===== src/rtl/enigma_rotor_stack.sv =====
// Multi-rotor Enigma engine: odometer-stepped rotors, fixed half-turn reflector,
// one-hot valid/ready stream in and a single registered output stage.
module enigma_rotor_stack #(
  parameter int unsigned NUM_ROTORS = 3,
  parameter int unsigned NOTCH      = 16
) (
  input  logic                    clk_i,
  input  logic                    rst_ni,
  input  logic                    load_i,
  input  logic [5*NUM_ROTORS-1:0] load_pos_i,
  input  logic                    in_valid_i,
  output logic                    in_ready_o,
  input  logic [25:0]             in_char_i,
  output logic                    out_valid_o,
  input  logic                    out_ready_i,
  output logic [25:0]             out_char_o,
  output logic                    out_err_o,
  output logic [5*NUM_ROTORS-1:0] pos_o
);

  localparam logic [4:0] NotchPos = 5'(NOTCH);

  logic [NUM_ROTORS-1:0][4:0] pos_q, pos_d, pos_step;
  logic                       out_valid_q, out_valid_d;
  logic [25:0]                out_char_q, out_char_d;
  logic                       out_err_q, out_err_d;
  logic                       accept, one_hot, carry;
  logic [4:0]                 idx, x, lp;

  function automatic logic [4:0] mod_add(input logic [4:0] a, input logic [4:0] b);
    logic [5:0] s;
    s = {1'b0, a} + {1'b0, b};
    if (s >= 6'd26) s = s - 6'd26;
    return s[4:0];
  endfunction

  function automatic logic [4:0] mod_sub(input logic [4:0] a, input logic [4:0] b);
    logic [5:0] s;
    if (a >= b) s = {1'b0, a} - {1'b0, b};
    else        s = {1'b0, a} + 6'd26 - {1'b0, b};
    return s[4:0];
  endfunction

  // Rotor wiring EKMFLGDQVZNTOWYHXUSPAIBRCJ.
  function automatic logic [4:0] wire_fwd(input logic [4:0] i);
    case (i)
      5'd0:  return 5'd4;   5'd1:  return 5'd10;  5'd2:  return 5'd12;  5'd3:  return 5'd5;
      5'd4:  return 5'd11;  5'd5:  return 5'd6;   5'd6:  return 5'd3;   5'd7:  return 5'd16;
      5'd8:  return 5'd21;  5'd9:  return 5'd25;  5'd10: return 5'd13;  5'd11: return 5'd19;
      5'd12: return 5'd14;  5'd13: return 5'd22;  5'd14: return 5'd24;  5'd15: return 5'd7;
      5'd16: return 5'd23;  5'd17: return 5'd20;  5'd18: return 5'd18;  5'd19: return 5'd15;
      5'd20: return 5'd0;   5'd21: return 5'd8;   5'd22: return 5'd1;   5'd23: return 5'd17;
      5'd24: return 5'd2;   5'd25: return 5'd9;
      default: return 5'd0;
    endcase
  endfunction

  function automatic logic [4:0] wire_bwd(input logic [4:0] i);
    case (i)
      5'd0:  return 5'd20;  5'd1:  return 5'd22;  5'd2:  return 5'd24;  5'd3:  return 5'd6;
      5'd4:  return 5'd0;   5'd5:  return 5'd3;   5'd6:  return 5'd5;   5'd7:  return 5'd15;
      5'd8:  return 5'd21;  5'd9:  return 5'd25;  5'd10: return 5'd1;   5'd11: return 5'd4;
      5'd12: return 5'd2;   5'd13: return 5'd10;  5'd14: return 5'd12;  5'd15: return 5'd19;
      5'd16: return 5'd7;   5'd17: return 5'd23;  5'd18: return 5'd18;  5'd19: return 5'd11;
      5'd20: return 5'd17;  5'd21: return 5'd8;   5'd22: return 5'd13;  5'd23: return 5'd16;
      5'd24: return 5'd14;  5'd25: return 5'd9;
      default: return 5'd0;
    endcase
  endfunction

  assign in_ready_o = !load_i && (!out_valid_q || out_ready_i);
  assign accept     = in_valid_i && in_ready_o;
  assign one_hot    = (in_char_i != '0) && ((in_char_i & (in_char_i - 26'd1)) == '0);

  always_comb begin
    idx = '0;
    for (int i = 0; i < 26; i++) begin
      if (in_char_i[i]) idx = 5'(i);
    end
  end

  // Carry ripples from the fast rotor using pre-step positions only.
  always_comb begin
    carry = 1'b1;
    for (int k = 0; k < NUM_ROTORS; k++) begin
      pos_step[k] = pos_q[k];
      if (carry) pos_step[k] = (pos_q[k] == 5'd25) ? 5'd0 : pos_q[k] + 5'd1;
      carry = carry && (pos_q[k] == NotchPos);
    end
  end

  always_comb begin
    x = idx;
    for (int k = 0; k < NUM_ROTORS; k++) begin
      x = mod_sub(wire_fwd(mod_add(x, pos_step[k])), pos_step[k]);
    end
    x = mod_add(x, 5'd13);
    for (int k = NUM_ROTORS - 1; k >= 0; k--) begin
      x = mod_sub(wire_bwd(mod_add(x, pos_step[k])), pos_step[k]);
    end
  end

  always_comb begin
    pos_d       = pos_q;
    out_valid_d = out_valid_q;
    out_char_d  = out_char_q;
    out_err_d   = out_err_q;
    lp          = '0;
    if (load_i) begin
      for (int k = 0; k < NUM_ROTORS; k++) begin
        lp       = load_pos_i[5*k +: 5];
        pos_d[k] = (lp >= 5'd26) ? lp - 5'd26 : lp;
      end
    end else if (accept && one_hot) begin
      pos_d = pos_step;
    end
    if (accept) begin
      out_valid_d = 1'b1;
      out_char_d  = one_hot ? (26'd1 << x) : '0;
      out_err_d   = !one_hot;
    end else if (out_ready_i) begin
      out_valid_d = 1'b0;
    end
  end

  always_ff @(posedge clk_i or negedge rst_ni) begin
    if (!rst_ni) begin
      pos_q       <= '0;
      out_valid_q <= 1'b0;
      out_char_q  <= '0;
      out_err_q   <= 1'b0;
    end else begin
      pos_q       <= pos_d;
      out_valid_q <= out_valid_d;
      out_char_q  <= out_char_d;
      out_err_q   <= out_err_d;
    end
  end

  assign pos_o       = pos_q;
  assign out_valid_o = out_valid_q;
  assign out_char_o  = out_char_q;
  assign out_err_o   = out_err_q;

endmodule


===== config.mk =====
export PLATFORM = sky130hd
export DESIGN_NAME = enigma_rotor_stack
export DESIGN_NICKNAME = d
export VERILOG_FILES = /design/src/rtl/enigma_rotor_stack.sv
export SDC_FILE = /design/constraint.sdc
export NUM_CORES = 1
export LEC_CHECK = 0
export ABC_CLOCK_PERIOD_IN_PS = 27000
export CORE_MARGIN = 5
export CORE_UTILIZATION = 50
export DETAILED_ROUTE_END_ITERATION = 10
export PLACE_DENSITY = 0.71
export SYNTH_ARGS = -nofsm -noshare
export SYNTH_HDL_FRONTEND = slang
export SYNTH_SLANG_ARGS = --single-unit

===== constraint.sdc =====
create_clock -name clk_i -period 27 [get_ports clk_i]
set_input_delay 6.75 -clock clk_i [delete_from_list [all_inputs] [get_ports clk_i]]
set_output_delay 6.75 -clock clk_i [all_outputs]
set_load 0.02 [all_outputs]

### Word-level counts from Yosys, hierarchy flattened

Memories as Yosys holds them, arrays and structs flattened.
Cells that the tools add are included.

* add/subtract/negate cells: 39
* $lt $le $gt $ge: 16
* eq/ne operators: 5
* shift operators: 1
* multiplexer cells: 51
* bitwise gates (word level): 1
* reduce and logical (&&, ||, !) cells: 13

Operator list (count)
* 2-to-1 mux 5 bit: 43
* subtractor 5 bit: 12
* subtractor 5 bit (second input constant): 10
* >= comparator 6 x 5 -> 1 bit (second input constant): 7
* adder 5 x 5 -> 6 bit: 6
* adder 5 bit (second input constant): 6
* >= comparator 5 bit: 6
* 2-to-1 mux 15 bit: 2
* bitwise AND 26 bit: 1
* zero test 26 bit: 1
* 2-to-1 mux 26 bit: 1
* nonzero test 26 bit: 1
* left shift 1 x 5 -> 26 bit (first input constant): 1
* subtractor 26 x 1 -> 26 bit (second input constant): 1
* equality test 5 bit (second input constant): 5
* adder 5 x 1 -> 5 bit (second input constant): 3
* >= comparator 5 bit (second input constant): 3
* adder 5 x 4 -> 6 bit (second input constant): 1
* logical AND 1 bit: 5
* 2-to-1 mux 2 bit: 2
* nonzero test 2 bit: 2
* zero test 1 bit: 3
* 2-to-1 mux 1 bit: 3
* logical OR 1 bit: 1

* register bits: 43
* memory bits (read-only): 960
* bits of input ports: 46
* output and inout bits: 44
* word-level logic and storage cells: 138
* memories kept: 6

Memory list
* (no name shown): words 32, bits a word 5, read ports 1, clocked after Yosys merged registers in 0, wr ports 0, RTL line 46 `case (i)`
* (no name shown): words 32, bits a word 5, read ports 1, clocked after Yosys merged registers in 0, wr ports 0, RTL line 46
* (no name shown): words 32, bits a word 5, read ports 1, clocked after Yosys merged registers in 0, wr ports 0, RTL line 46
* (no name shown): words 32, bits a word 5, read ports 1, clocked after Yosys merged registers in 0, wr ports 0, RTL line 59 `case (i)`
* (no name shown): words 32, bits a word 5, read ports 1, clocked after Yosys merged registers in 0, wr ports 0, RTL line 59
* (no name shown): words 32, bits a word 5, read ports 1, clocked after Yosys merged registers in 0, wr ports 0, RTL line 59

### Logic depth before layout (Yosys ltp)

An unclocked memory read counts as a cell.

* depth in word-level cells: 72
* depth in mapped cells: 139
* depth with buffers taken out: 138

### Least setup slack after synthesis

OpenSTA, ideal clock, no wires.

* path kind: input port to flip-flop
* start: input in_char_i[4]
* end: register out_char_q[10] (netlist: out_char_o[10])
* library setup time: 67 ps
* arrival: 31364 ps
* path slack: -4431 ps
* cell stages on the path: 127
* buffers on the path: 1
* cells stage by stage: nor2_1 -> o21ai_0 -> a211oi_1 -> o31ai_1 -> a211oi_1 -> o31ai_1 -> a211oi_1 -> ha_1 -> a211oi_1 -> o21bai_1 -> a21oi_1 -> nand2_1 -> o22ai_1 -> inv_1 -> ha_1 -> mux2_2 -> o221a_2 -> a21o_1 -> (+91 left out) -> o21ai_1 -> a21boi_0 -> nor4_1 -> o2bb2ai_1 -> inv_1 -> ha_1 -> o31ai_1 -> a21oi_1 -> or2_1 -> ha_1 -> nand2b_1 -> a21o_1 -> a21oi_1 -> o21ai_1 -> mux2i_1 -> xor2_1 -> and4b_1 -> a22o_1

* longest elaborated chain between the ends: 69

RTL lines
* start, declared: RTL line 13 `input logic [25:0] in_char_i,`
* 2-to-1 mux 5 bit (22 in series): RTL line 78 `if (in_char_i[i]) idx = 5'(i);`
* adder 5 x 5 -> 6 bit: RTL line 32 `s = {1'b0, a} + {1'b0, b};`
* subtractor 5 bit or >= comparator 6 x 5 -> 1 bit (tied branches): RTL line 33 `if (s >= 6'd26) s = s - 6'd26;`
* 2-to-1 mux 5 bit: RTL line 33
* memory (32 x 5 bit)
* adder 5 bit: RTL line 40 `else s = {1'b0, a} + 6'd26 - {1'b0, b};`
* subtractor 5 bit: RTL line 40
* 2-to-1 mux 5 bit: RTL line 39 `if (a >= b) s = {1'b0, a} - {1'b0, b};`
* (+32 left out)
* subtractor 5 bit or >= comparator 6 x 5 -> 1 bit (tied branches): RTL line 33
* 2-to-1 mux 5 bit: RTL line 33
* memory (32 x 5 bit)
* adder 5 bit: RTL line 40
* subtractor 5 bit: RTL line 40
* 2-to-1 mux 5 bit: RTL line 39
* left shift 1 x 5 -> 26 bit: RTL line 119 `out_char_d = one_hot ? (26'd1 << x) : '0;`
* 2-to-1 mux 26 bit *: RTL line 119
* end signal, assigned: RTL line 135 `out_char_q <= out_char_d;`
* end, declared: RTL line 25 `logic [25:0] out_char_q, out_char_d;`

Every way passes the cells marked *; elsewhere a longest branch is shown, timed or not.
A chain may end at the register's enable or synchronous reset.

### Worst setup path in the final report

* start: input in_char_i[2]
* end: register out_char_q[18] (netlist: out_char_o[18])

* longest elaborated chain between the ends: 71

RTL lines (RTL line)
* 2-to-1 mux 2 bit (2 in series): 78
* 2-to-1 mux 5 bit (22 in series): 78
* adder 5 x 5 -> 6 bit: 32
* subtractor 5 bit or >= comparator 6 x 5 -> 1 bit (tied branches): 33
* 2-to-1 mux 5 bit: 33
* memory (32 x 5 bit)
* adder 5 bit: 40
* subtractor 5 bit: 40
* (+33 left out)
* subtractor 5 bit or >= comparator 6 x 5 -> 1 bit (tied branches): 33
* 2-to-1 mux 5 bit: 33
* memory (32 x 5 bit)
* adder 5 bit: 40
* subtractor 5 bit: 40
* 2-to-1 mux 5 bit: 39
* left shift 1 x 5 -> 26 bit: 119
* 2-to-1 mux 26 bit *: 119

Marked as above.

==> impl_summary.md <==
Setup path
In this run the critical register-to-register path is launched from pos_o[1]. The arrival time reported for the critical path endpoint is 31.12 ns. The delay of the slowest critical-path stage is 0.56 ns. The cell with the largest stage delay on the worst path is or4_4.

The endpoint identified for the worst register-to-register timing path is out_char_o[18]. The required arrival time at the worst endpoint is 27.18 ns. The classification of the worst setup path is in2reg. For the worst flop-to-flop path, the logic depth is 123.

Among the stages of the critical path, the cell type that occurs most often is a21o_1. The kind of start point of the critical path is an input port. The launch point of the critical path is in_char_i[2]. The top cell family by delay on the critical path is compound AO/OA/AOI/OAI gates. The register-to-register setup slack is 1.97 ns. The worst setup path is captured at a register.

Of all nets on the critical path, the largest fanout is 8. The total buffers and inverters traversed by the critical path is 22.

Worst hold path
The worst hold path cell count is 2. The path with the worst hold slack has its endpoint at out_char_o[19]. The worst hold path belongs to the class reg2reg. The worst hold path begins at out_char_o[19].

Synth
Each instance of the synthesized netlist takes up on average 8.24 sq um. The share of synthesized flip-flops with an asynchronous set or reset is 100%. After technology mapping, the gate count stands at 1188. After synthesis, the largest family of logic cells by area is compound AO/OA/AOI/OAI gates.

After synthesis, the share of cell area in mux cells is 10.6%. The share of synthesized area occupied by flip-flops and latches is 11.0%. The synthesized netlist devotes 16.0% of its cell area to simple gates. The count of cell types in the netlist is 101. The total standard cell area after synthesis is 9790 sq um. The main flop type after synthesis is dfrtp_1. The share of synthesized cell area in full adder, half adder and majority cells is 24.6%. The net count of the mapped netlist is 1411.

Of the total synthesized cell area, the portion taken by XOR and XNOR cells is 5.43%. Yosys mapped a number of flops with a built-in enable equal to 0. The post-synthesis compound-gate area fraction is 25.6%. The Yosys step of the flow raised 0 warnings. The number of synthesized register bits is 43.

Detailed routing
In this run the remaining antenna-violating nets after routing total 0. Before antenna repair, the detailed router went through 6 iterations. Summed over all layers, the routed wires come to 35500 um. After detailed routing, the number of remaining DRC violations is 0. The wire length per cell after detailed routing is 18.5 um.

The detailed router placed 11.3k vias in this run. The first routing iteration left 648 violations. Using the TritonRoute via totals, the vias-per-cell ratio works out to 5.88.

Timing
Setup violations remaining at the end of the flow were counted as 26. Setup repair after global routing could not meet its margin everywhere. The number of endpoints with negative hold slack in the final report is 0.

The worst pin sits at a relative slew slack of 29.4%. The actual transition at the worst max-transition pin is 1.06 ns. The final total negative setup slack is -100.24 ns. The clock skew after layout is 0.00753 ns. Dividing the final minimum period by the clock period gives 115%. The number of pins exceeding their max-slew limit in the final report was 0. The final worst slack is -3.94 ns. Counting I/O delays and the setup requirement, the final critical path takes 30.94 ns. Based on the critical path, the design can be clocked at up to 0.0323 GHz.

Clock tree
The maximum root-to-sink buffer count is 2. The number of clock buffers inserted by TritonCTS is 5. The number of buffers added to fix hold violations after cts is 0. The clock net sink count is 43. The post-CTS clock slew at the launch and capture registers of the worst setup and hold paths is 0.07 ns.

The deepest level of the CTS H-tree is 2. TritonCTS built the clock tree. The latest clock arrival within the worst-skew pair is 0.29 ns. The buffer type at the clock tree root is clkbuf_16.

Job
Max-cap violations in this run came to 0.

Outcome
The checks that failed: negative setup slack. The run finished, with violations left.

Floorplanning
The die height is 150 um. The overall die area is 22500 sq um. 90 I/O pins were placed. The starting density of the core is 50.5%. The core outline area is 19400 sq um. The number of placement rows is 51. The die boundary width is 150 um.

Finish
In the layout the commonest cells are buf_4, inv_1, ha_1. The area growth from synthesis to final layout is 60.3%. The final net count is 1873.

The area taken by flip-flops and latches is 1080 sq um. Fill cells in the final layout number 1176. The area of the multi-input gates is 9670 sq um. The number of antenna repair diodes is 0. Of the cells placed in the final design, the portion with a size suffix greater than 1 is 44.2%. Leaving out fill and tap cells, the most frequent cell in the layout is buf_4. The finished cells cover 15700 sq um. For this run, the share of the core covered by cells in the final layout is 80.9%.

GRT
The first global-routing pass estimated 51300 um of wire. The remaining global-route overflow is 0. For this run, the total global-route usage over all layers was measured as 27.1%. Entering global routing, the biggest net connects 44 pins.

The number of antenna violations at the first check in global routing was 0. The via count of the first global-routing pass is 11.1k.

Placement
The port buffer count is 89. The total placed instance area is 13600 sq um. After legalization and detailed placement, the total HPWL measured 23400 um. Routability-driven placement finished with a final weighted congestion of 0.926.
[per-stage QoR]
| step | instances | hold WS, ns | setup slack, ns |
|---|---|---|---|
| global route | 1915 | 0.503 | -5.03 |
| detailed placement | 1826 | 0.470 | -4.33 |
| floorplan | 1188 | 0.590 | -2.52 |
| CTS | 1884 | 0.491 | -3.18 |
| finish | 1915 | 0.489 | -3.94 |
| global placement | 1826 | 0.464 | -3.69 |
[logic make-up after synthesis]
group / after synthesis
AO/OA/AOI/OAI: 349
XOR/XNOR: 59
buffers and inverters: 165
multiplexers: 98
flip-flops: 43
adder cells (fa/ha/maj): 178
AND/OR/NAND/NOR: 296
[flip-flops by register name, summed over array words and instances, names as in the netlist]
signal,flops
out_err_o,1
out_valid_o,1
out_char_o,26
pos_o,15
[cell type report]
| type | count | share of cell area, % |
|---|---|---|
| Clock buffer | 5 | 0.797 |
| Multi-Input combinational cell | 980 | 61.6 |
| Timing Repair Buffer | 480 | 25.2 |
| Sequential cell | 43 | 6.85 |
| Inverter | 140 | 3.40 |
| Clock inverter | 2 | 0.0877 |
| Tap cell | 265 | 2.11 |
[worst min-delay path, stage by stage (launching register included)]
cell,delay [ns]
dfrtp_1,0.34
nand2_1,0.06
o21ai_2,0.05
[Yosys cell counts, types with 9 or more instances]
library cell  number  area (sq um)
ha_1             153          1910
xor2_1            23           201
nor3_1            18          90.1
nand2b_1           9          56.3
mux2_2            24           270
buf_2              9          45.0
a21o_1            26           195
and2_1            10          62.6
o21ai_1           19          95.1
nor4_1            11          68.8
o22ai_1           10          62.6
a211oi_1          11          82.6
mux2i_1           70           701
nor2b_1           16           100
o21a_1            11          82.6
a22o_1            10          87.6
a21oi_1           57           285
nor2_1            66           248
a22oi_1           10          75.1
o31ai_1           16           120
inv_1            140           526
dfrtp_1           43          1080
xnor2_1           34           298
nand3_1           24           120
o21ai_0           69           345
fa_1              24           480
nand2_1           80           300
[worst max path at each step]
stage	to	slack, ns	depth (start not counted)
floorplan	out_char_o[10]	-2.52	125
global placement	out_char_o[23]	-3.69	132
detailed placement	out_char_o[19]	-4.33	136
CTS	out_char_o[20]	-3.18	132
global route	out_char_o[18]	-5.03	131
finish	out_char_o[18]	-3.94	130
[per-layer routing]
layer  track usage [%]  wire length (um)  vias to the layer above
met3              1.88              1520                      139
met1              32.5             13800                     5471
met5                 0                 0                        -
met4              8.55              1660                        0
met2              51.3             18500                      418
li1                  -                 -                     5228
[what timing repair did]
action | in CTS | in global routing
resized for setup | 173 | 155
pin swaps | 159 | 127
setup endpoints to repair | 26 | 26
buffers inserted | 54 | 33
Power is left out: the tool's default activity adds up to more than one toggle a clock period on the data nets, which glitch-free logic cannot reach.
